--- config.mk ---
export PLATFORM = sky130hd
export DESIGN_NAME = fft_reorder
export DESIGN_NICKNAME = d
export VERILOG_FILES = /design/src/rtl/fft_reorder_pkg.sv /design/src/rtl/fft_reorder_bank.sv /design/src/rtl/fft_reorder.sv
export SDC_FILE = /design/constraint.sdc
export NUM_CORES = 2
export LEC_CHECK = 0
export BUFFER_PORTS_ARGS = -buffer_cell sky130_fd_sc_hd__buf_2
export CAP_MARGIN = 20
export CORE_MARGIN = 2
export CORE_UTILIZATION = 60
export DETAILED_ROUTE_END_ITERATION = 10
export PLACE_DENSITY = 0.76
export SLEW_MARGIN = 20
export SYNTH_ARGS = -nofsm -noshare
export SYNTH_HDL_FRONTEND = slang
export SYNTH_SLANG_ARGS = --single-unit
--- constraint.sdc ---
create_clock -name clk -period 7.54 [get_ports clk]
set_input_delay 1.508 -clock clk [delete_from_list [all_inputs] [get_ports clk]]
set_output_delay 1.508 -clock clk [all_outputs]
set_load 0.01 [all_outputs]
--- src/rtl/fft_reorder_pkg.sv ---
// Shared types and helpers for the bit-reversed to natural-order FFT output buffer.
package fft_reorder_pkg;

    localparam int unsigned LANES    = 4;
    localparam int unsigned FFT_SFPW = 16;

    typedef enum logic {
        WR_IDLE,
        WR_BUSY
    } wr_state_e;

    typedef enum logic {
        RD_IDLE,
        RD_BUSY
    } rd_state_e;

    function automatic int unsigned bitrev(input int unsigned value, input int unsigned width);
        int unsigned r;
        r = 0;
        for (int unsigned i = 0; i < width; i++) begin
            r = r | (((value >> i) & 32'd1) << (width - 1 - i));
        end
        return r;
    endfunction

endpackage

--- src/rtl/fft_reorder_bank.sv ---
// One skewed storage bank: simple dual-port RAM with a registered read port.
module fft_reorder_bank #(
    parameter int unsigned DEPTH = 32,
    parameter int unsigned W     = 16,
    parameter int unsigned AW    = $clog2(DEPTH)
) (
    input  logic          clk,
    input  logic          we,
    input  logic [AW-1:0] waddr,
    input  logic [W-1:0]  wdata,
    input  logic [AW-1:0] raddr,
    output logic [W-1:0]  rdata
);

    logic [W-1:0] mem [DEPTH];
    logic [W-1:0] rdata_q;

    always_ff @(posedge clk) begin
        if (we) begin
            mem[waddr] <= wdata;
        end
        rdata_q <= mem[raddr];
    end

    assign rdata = rdata_q;

endmodule

--- src/rtl/fft_reorder.sv ---
// Ping-pong 4-bank reorder buffer: bit-reversed frames in, natural-order bins out.
// Optional `FFT_REORDER_BYPASS_EN adds a per-frame bypass input (no reordering).
module fft_reorder
    import fft_reorder_pkg::*;
#(
    parameter int unsigned NPOINT = 64,
    parameter int unsigned nb     = FFT_SFPW
) (
    input  logic                  clk,
    input  logic                  reset,
    input  logic                  start,
`ifdef FFT_REORDER_BYPASS_EN
    input  logic                  bypass,
`endif
    input  logic [LANES*nb-1:0]   input_data,
    output logic [LANES*nb-1:0]   output_data,
    output logic                  out_valid,
    output logic                  out_start,
    output logic                  done
);

    localparam int unsigned M     = $clog2(NPOINT);
    localparam int unsigned BEATS = NPOINT / 4;
    localparam int unsigned KW    = M - 2;
    localparam int unsigned AW    = M - 1;
    localparam int unsigned DEPTH = 2 * BEATS;

    wr_state_e wr_state_q, wr_state_d;
    logic [KW-1:0] wr_cnt_q, wr_cnt_d;
    logic wh_q, wh_d;
    logic [1:0] full_q, full_d;

    rd_state_e rd_state_q, rd_state_d;
    logic [KW-1:0] rd_cnt_q, rd_cnt_d;
    logic rh_q, rh_d;

    logic val_p_q, val_p_d;
    logic first_p_q, first_p_d;
    logic last_p_q, last_p_d;
    logic [LANES-1:0][1:0] lane_bank_q, lane_bank_d;

    logic [LANES-1:0][nb-1:0] output_data_q, output_data_d;
    logic out_valid_q, out_valid_d;
    logic out_start_q, out_start_d;
    logic done_q, done_d;

    logic wr_en;
    logic wr_last;
    logic [KW-1:0] wr_k;
    logic rd_issue;
    logic rd_last;
    logic [KW-1:0] rd_j;
    logic rd_bypass;

    logic [LANES-1:0][nb-1:0] in_lanes;
    logic [LANES-1:0][1:0]    wr_bank;
    logic [LANES-1:0][1:0]    rd_bank;
    logic [LANES-1:0][M-1:0]  rd_n;
    logic [LANES-1:0][AW-1:0] rd_lane_addr;
    logic [LANES-1:0][AW-1:0] bank_raddr;
    logic [LANES-1:0][nb-1:0] bank_wdata;
    logic [LANES-1:0][nb-1:0] bank_rdata;
    logic [AW-1:0]            bank_waddr;

    assign in_lanes = input_data;

`ifdef FFT_REORDER_BYPASS_EN
    logic [1:0] byp_q, byp_d;

    always_comb begin
        byp_d = byp_q;
        if (start) begin
            byp_d[wh_q] = bypass;
        end
    end

    always_ff @(posedge clk) begin
        if (reset) begin
            byp_q <= '0;
        end else begin
            byp_q <= byp_d;
        end
    end

    assign rd_bypass = byp_q[rh_q];
`else
    assign rd_bypass = 1'b0;
`endif

    // A start always restarts at beat 0 of the current half; an unfinished half never becomes full.
    always_comb begin
        wr_state_d = wr_state_q;
        wr_cnt_d   = wr_cnt_q;
        wh_d       = wh_q;
        wr_en      = 1'b0;
        wr_k       = wr_cnt_q;
        if (start) begin
            wr_en = 1'b1;
            wr_k  = '0;
        end else if (wr_state_q == WR_BUSY) begin
            wr_en = 1'b1;
        end
        wr_last = wr_en && (wr_k == KW'(BEATS - 1));
        if (wr_en) begin
            if (wr_last) begin
                wr_state_d = WR_IDLE;
                wr_cnt_d   = '0;
                wh_d       = ~wh_q;
            end else begin
                wr_state_d = WR_BUSY;
                wr_cnt_d   = wr_k + KW'(1);
            end
        end
    end

    always_comb begin
        rd_state_d = rd_state_q;
        rd_cnt_d   = rd_cnt_q;
        rh_d       = rh_q;
        full_d     = full_q;
        rd_issue   = (rd_state_q == RD_BUSY) || full_q[rh_q];
        rd_j       = (rd_state_q == RD_BUSY) ? rd_cnt_q : '0;
        rd_last    = rd_issue && (rd_j == KW'(BEATS - 1));
        if (wr_last) begin
            full_d[wh_q] = 1'b1;
        end
        if (rd_issue) begin
            if (rd_last) begin
                full_d[rh_q] = 1'b0;
                rh_d         = ~rh_q;
                rd_state_d   = RD_IDLE;
                rd_cnt_d     = '0;
            end else begin
                rd_state_d = RD_BUSY;
                rd_cnt_d   = rd_j + KW'(1);
            end
        end
    end

    // Bank skew: bank = (n[M-1:M-2] + n[1:0]) mod 4 keeps all four lanes on distinct banks.
    always_comb begin
        wr_bank      = '0;
        rd_bank      = '0;
        rd_n         = '0;
        rd_lane_addr = '0;
        for (int unsigned l = 0; l < LANES; l++) begin
            wr_bank[l] = wr_k[KW-1:KW-2] + 2'(l);
            if (rd_bypass) begin
                rd_n[l] = {rd_j, 2'(l)};
            end else begin
                rd_n[l] = M'(bitrev(32'({rd_j, 2'(l)}), M));
            end
            rd_bank[l]      = rd_n[l][M-1:M-2] + rd_n[l][1:0];
            rd_lane_addr[l] = {rh_q, rd_n[l][M-1:2]};
        end
    end

    always_comb begin
        bank_waddr = {wh_q, wr_k};
        bank_wdata = '0;
        bank_raddr = '0;
        for (int unsigned b = 0; b < LANES; b++) begin
            for (int unsigned l = 0; l < LANES; l++) begin
                if (wr_bank[l] == 2'(b)) begin
                    bank_wdata[b] = in_lanes[l];
                end
                if (rd_bank[l] == 2'(b)) begin
                    bank_raddr[b] = rd_lane_addr[l];
                end
            end
        end
    end

    for (genvar b = 0; b < LANES; b++) begin : g_bank
        fft_reorder_bank #(
            .DEPTH(DEPTH),
            .W    (nb),
            .AW   (AW)
        ) u_bank (
            .clk  (clk),
            .we   (wr_en),
            .waddr(bank_waddr),
            .wdata(bank_wdata[b]),
            .raddr(bank_raddr[b]),
            .rdata(bank_rdata[b])
        );
    end

    always_comb begin
        val_p_d       = rd_issue;
        first_p_d     = rd_issue && (rd_j == '0);
        last_p_d      = rd_last;
        lane_bank_d   = rd_bank;
        out_valid_d   = val_p_q;
        out_start_d   = first_p_q;
        done_d        = last_p_q;
        output_data_d = output_data_q;
        if (val_p_q) begin
            for (int unsigned l = 0; l < LANES; l++) begin
                output_data_d[l] = bank_rdata[lane_bank_q[l]];
            end
        end
    end

    always_ff @(posedge clk) begin
        if (reset) begin
            wr_state_q    <= WR_IDLE;
            wr_cnt_q      <= '0;
            wh_q          <= 1'b0;
            full_q        <= '0;
            rd_state_q    <= RD_IDLE;
            rd_cnt_q      <= '0;
            rh_q          <= 1'b0;
            val_p_q       <= 1'b0;
            first_p_q     <= 1'b0;
            last_p_q      <= 1'b0;
            lane_bank_q   <= '0;
            output_data_q <= '0;
            out_valid_q   <= 1'b0;
            out_start_q   <= 1'b0;
            done_q        <= 1'b0;
        end else begin
            wr_state_q    <= wr_state_d;
            wr_cnt_q      <= wr_cnt_d;
            wh_q          <= wh_d;
            full_q        <= full_d;
            rd_state_q    <= rd_state_d;
            rd_cnt_q      <= rd_cnt_d;
            rh_q          <= rh_d;
            val_p_q       <= val_p_d;
            first_p_q     <= first_p_d;
            last_p_q      <= last_p_d;
            lane_bank_q   <= lane_bank_d;
            output_data_q <= output_data_d;
            out_valid_q   <= out_valid_d;
            out_start_q   <= out_start_d;
            done_q        <= done_d;
        end
    end

    assign output_data = output_data_q;
    assign out_valid   = out_valid_q;
    assign out_start   = out_start_q;
    assign done        = done_q;

endmodule

Word level (Yosys, flattened, before mapping)
Memory sizes are Yosys's and may differ from the RTL's. A register that Yosys moved wholly into a read port is not among the register bits.
Cells that the tools add are included.
Operators by class
  magnitude comparators: 8
  multiplexer cells: 59
  reduce and logical (&&, ||, !) cells: 17
  bitwise operators: 17
  add/sub/neg operators: 9
  equality and inequality tests: 26
Operator list (count)
  $mux 16: 20
  $bmux 16 s2: 4
  $mux 5: 16
  $eq 2x2->1 const B: 16
  $eq 2x1->1 const B: 8
  $logic_not 2->1: 8
  $mux 4: 4
  $lt 2x3->1 const B: 4
  $or 6x1->6: 2
  $or 6x2->6: 2
  $or 6x3->6: 2
  $mux 1: 10
  $add 4x1->4 const B: 2
  $eq 4x4->1 const B: 2
  $mux 2: 3
  $logic_and 1x1->1: 5
  $or 5x1->5: 1
  $or 5x2->5: 1
  $or 5x3->5: 1
  $add 2x2->2: 2
  $add 2x2->2 const B: 2
  $logic_not 4->1: 1
  $lt 1x2->1 const B: 2
  $or 4x1->4: 1
  other kinds (13): 17
Word-level totals
  output and inout port bits: 67
  memories kept: 4
  bits in writable memories: 2048
  bits in registers: 92
  bits of input ports: 67
Memories
  g_bank[0].u_bank.mem: words 32, bits a word 16, read ports 1, clocked after memory_dff 1, write ports 1, RTL line fft_reorder_bank.sv:15  | logic [W-1:0] mem [DEPTH];
  g_bank[1].u_bank.mem: words 32, bits a word 16, read ports 1, clocked after memory_dff 1, write ports 1, RTL line fft_reorder_bank.sv:15
  g_bank[2].u_bank.mem: words 32, bits a word 16, read ports 1, clocked after memory_dff 1, write ports 1, RTL line fft_reorder_bank.sv:15
  g_bank[3].u_bank.mem: words 32, bits a word 16, read ports 1, clocked after memory_dff 1, write ports 1, RTL line fft_reorder_bank.sv:15

Depth between registers and ports, before layout
  word-level depth: 10
  mapped depth: 13
  depth with buffers taken out: 8

Cells and area by module
From an unflattened synthesis, not the netlist that was laid out.
Unflattened totals
  cells, all modules: 5422
  area total of the unflattened synthesis: 89324.4 um^2
Modules (own cells, without submodules)
  fft_reorder_bank: times used 4, seq. area each 15695.1 um^2, area an instance 20535.9 um^2, cells an instance 1143
  fft_reorder: times used 1, seq. area each 1801.7 um^2, area an instance 7180.6 um^2, cells an instance 850

Least setup slack after synthesis
Ideal clock, no wire load.
  path kind: input to register
  from: in start
  to: mem g_bank[0].u_bank.mem[22][0] (enable)
  arrival: 5252 ps
  slack: 1801 ps
  path buffers: 2
  stages: 7
  library setup time: 487 ps
  cells stage by stage: clkbuf_1 -> clkbuf_1 -> nor2b_1 -> inv_1 -> ha_1 -> o21ai_1 -> nor2_1
Between the ends
  longest elaborated chain between the ends: 3
Ends and longest elaborated chain
  from (decl): RTL line fft_reorder.sv:11  | input logic start,
  $mux 1: RTL line fft_reorder.sv:97  | if (start) begin
  $mux 1: RTL line fft_reorder_bank.sv:19  | if (we) begin
  $mux 1 (not written as such): RTL line fft_reorder_bank.sv:20  | mem[waddr] <= wdata;
  to (decl): RTL line fft_reorder_bank.sv:15
Parallel ways exist; a longest one is shown, timed or not.

Worst setup path after layout
  from: reg wr_cnt_q[3]
  to: mem g_bank[3].u_bank.mem[9][1] (enable)
Between the ends
  longest elaborated chain between the ends: 1
Ends and longest elaborated chain
  from (decl): RTL line fft_reorder.sv:29  | logic [KW-1:0] wr_cnt_q, wr_cnt_d;
  from (signal assigned): RTL line fft_reorder.sv:224  | wr_cnt_q <= wr_cnt_d;
  $mux 4: RTL line fft_reorder.sv:97
  to (decl): RTL line fft_reorder_bank.sv:15
Every way passes these cells.

==> impl_results.md <==
- Status: completed
- Relative slew slack: 0.2077
- Setup Buffers After CTS: 0
- Post-CTS Resized: 0
- Final Slew Violations: 0
- CP max stage cell: dfxtp_4
- Worst-path clk slew: 0.06 ns
- Detailed Route WL: 250400 microns
- CP Launch Type: flop
- Wire per inst: 31.76 microns
- Iteration-0 DRC Markers: 8000
- Later-pin clock latency in the skew report: 0.83 ns
- Post-Synthesis Cells: 5720
- Top post-synthesis cells by count: edfxtp_1, mux2i_1, a21oi_1
- Via count: 54500
- I/O Buffers: 133
- Worst setup EP type: flop
- CP Max Fanout: 65
- Mapped Area: 88500 sq um
- PwrDens: 245.4 nW/um^2
- Initial Util: 0.6058
- Crit share post-route: 0.6055
- Hold Path Class: flop to flop
- Count leader, synth: edfxtp_1
- CP Depth: 6
- Synth top area share: 0.6949
- Maxcap violations: 0
- DIE AREA: 150600 sq um
- First-pass GRT wire length: 358900 microns
- Syn Area/Cell: 15.47 sq um
- GRT Util Overall: 0.3288
- Drt pass-1 iters: 6
- Hold worst-path end: out_start
- Global route hottest layer: met2
- Net count after synthesis: 5799
- Unrepaired setup endpoints after global routing: no
- Max Clock Skew: 0.02321 ns
- GR Layer Usage met3: 0.09855
- Layout cells sized above 1: 0.1333
- CP peak stage delay: 1.06 ns
- Hold buffers post-CTS: 0
- Largest cells by area after synthesis: edfxtp_1, mux2i_1, dfxtp_1
- Family with the most delay on the worst path: buffers and inverters
- Netlist cell types: 52
- Largest net degree at the start of global routing: 149
- Sequence of cells on the critical path: buf_4 -> nand2b_2 -> buf_4 -> or3_1 -> nor2_4 -> buf_12
- Nets: 5869
- Met2 Use GR: 0.5054
- Crit path kind: flop to flop
- RR Endpoint: g_bank[3].u_bank.mem[9][1]
- Antenna Violating Nets Remaining: 0
- EDFF count, synth: 2048
- R2R Setup Slk: 2.97 ns
- # IOs: 134
- Placer's final routability congestion estimate: 0.8570
- Setup tns final: 0 ns
- Total grt overflow: 0
- CP required: 7.99 ns
- Cell taking the most area after synthesis: edfxtp_1
- Final Total Pwr: 24.09 mW
- Number of global-route vias before repair: 52240
- CORE AREA: 146100 sq um
- Drc violations: 0
- Cts bufs inserted: 206
- Clk buf depth: 3
- Worst vdd ir: 0.0002327 V
- Number of synthesis warnings: 0
- Syn-to-layout area delta: 10.93%
- Reg2Reg Depth: 6
- Min cycle time layout: 4.565 ns
- Die H: 388.1 microns
- Root Buffer: clkbuf_16
- Leakage: 29.78 nW
- Hold Path Depth: 1
- Register area share after synthesis: 0.7298
- Die X: 388.1 microns
- Hold Slack: 0.4407 ns
- H-Tree Depth: 4
- Clock sink count: 2202
- Fillers: 9560
- FF/Latch Area: 64600 sq um
- Slew @ Worst Pin: 1.186 ns
- Post-synth top flop: edfxtp_1
- CTS tree: done
- FMAX: 219.0 MHz
- Site Rows: 140
- Via-per-instance ratio: 6.911
- Area of the multi-input gates: 22440 sq um
- DPL Wire Length: 137000 microns
- Initial antenna violation count: 9
- R2r startpoint: wr_cnt_q[3]
- Flop and latch count out of synthesis: 2202
- Met1 usage: 0.4485
- Setup violations, final: 0
- Bufs and invs on worst path: 3
- Final Hold Fails: 0
- Worst Min Path Start: first_p_q
- CP most frequent cell: buf_4
- Async SR Flop Fraction: 0
- Critical path arrival: 5.02 ns
worst max-delay path by stage:
| stage | startpoint | to |
|---|---|---|
| after floorplan | start | g_bank[0].u_bank.mem[22][0] |
| after global placement | start | g_bank[3].u_bank.mem[28][13] |
| after detailed placement | start | g_bank[3].u_bank.mem[28][13] |
| after CTS | wr_cnt_q[2] | g_bank[0].u_bank.mem[15][7] |
| after global routing | wr_cnt_q[3] | g_bank[3].u_bank.mem[9][1] |
| final | wr_cnt_q[3] | g_bank[3].u_bank.mem[9][1] |
placed cells by master, fill, tap and decap left out, types with 71 or more instances in the layout:
master,Yosys,layout
a211oi_1,224,224
clkbuf_16,0,212
mux2_2,96,96
a221oi_1,128,128
edfxtp_1,2048,2048
nand2_1,234,233
o21ai_0,236,172
nor2_1,183,150
a21oi_1,536,536
dfxtp_1,154,146
buf_4,50,153
mux2i_1,720,720
a22oi_1,112,112
a211o_1,160,160
nor2b_1,73,71
clkbuf_1,259,73
buf_2,80,131
power by group:
part	switching [mW]	internal (mW)	total, mW
clock	4.38	5.68	10.1
sequential	0.0385	13.5	13.5
combinational	0.405	0.114	0.520
cell families after synthesis:
logic type	synth area share
AO/OA/AOI/OAI	0.1192
XOR/XNOR	0.0001980
adder cells (fa/ha/maj)	0.001697
buffers and inverters	0.02423
flip-flops	0.7298
multiplexers	0.09365
AND/OR/NAND/NOR	0.03125
flip-flops by register name (all words and copies together), names as in the netlist, 2 cells and up:
| register | flops |
|---|---|
| output_data | 64 |
| g_bank.u_bank.mem | 2048 |
| wr_cnt_q | 4 |
| rd_cnt_q | 4 |
| g_bank.u_bank.rdata | 64 |
| full_q | 2 |
| lane_bank_q | 6 |
final cells by class:
class | instances | area share
Clock inverter | 79 | 0.006742
Antenna cell | 3 | 0.00007647
Inverter | 10 | 0.0005608
Sequential cell | 2202 | 0.6581
Tap cell | 1917 | 0.02443
Clock buffer | 305 | 0.05946
Multi-Input combinational cell | 3068 | 0.2286
Timing Repair Buffer | 302 | 0.02204
through the flow:
stage          setup slack (ns)  utilization  instance area [sq um]  std cells
4_1_cts                   3.152       0.6709                  98020       7882
3_3_place_gp              2.445       0.6261                  91470       7497
6_report                  2.975       0.6720                  98170       7886
5_1_grt                   2.958       0.6720                  98170       7884
2_1_floorplan             1.801            -                  88500       5720
3_5_place_dp              2.380       0.6265                  91520       7498
layer usage:
metal	vias up	part of all wire
met1	27330	0.37
met4	8	0.037
met5	-	0.00027
met3	574	0.14
li1	22840	-
met2	3747	0.46
worst register-to-register path, delay by kind of cell (launching register included):
family / cells / cell delay (ns)
buffers and inverters: 3 / 1.62
AND/OR/NAND/NOR: 3 / 1.41
flip-flops: 1 / 1.06
(Power assumes the default switching activity.)
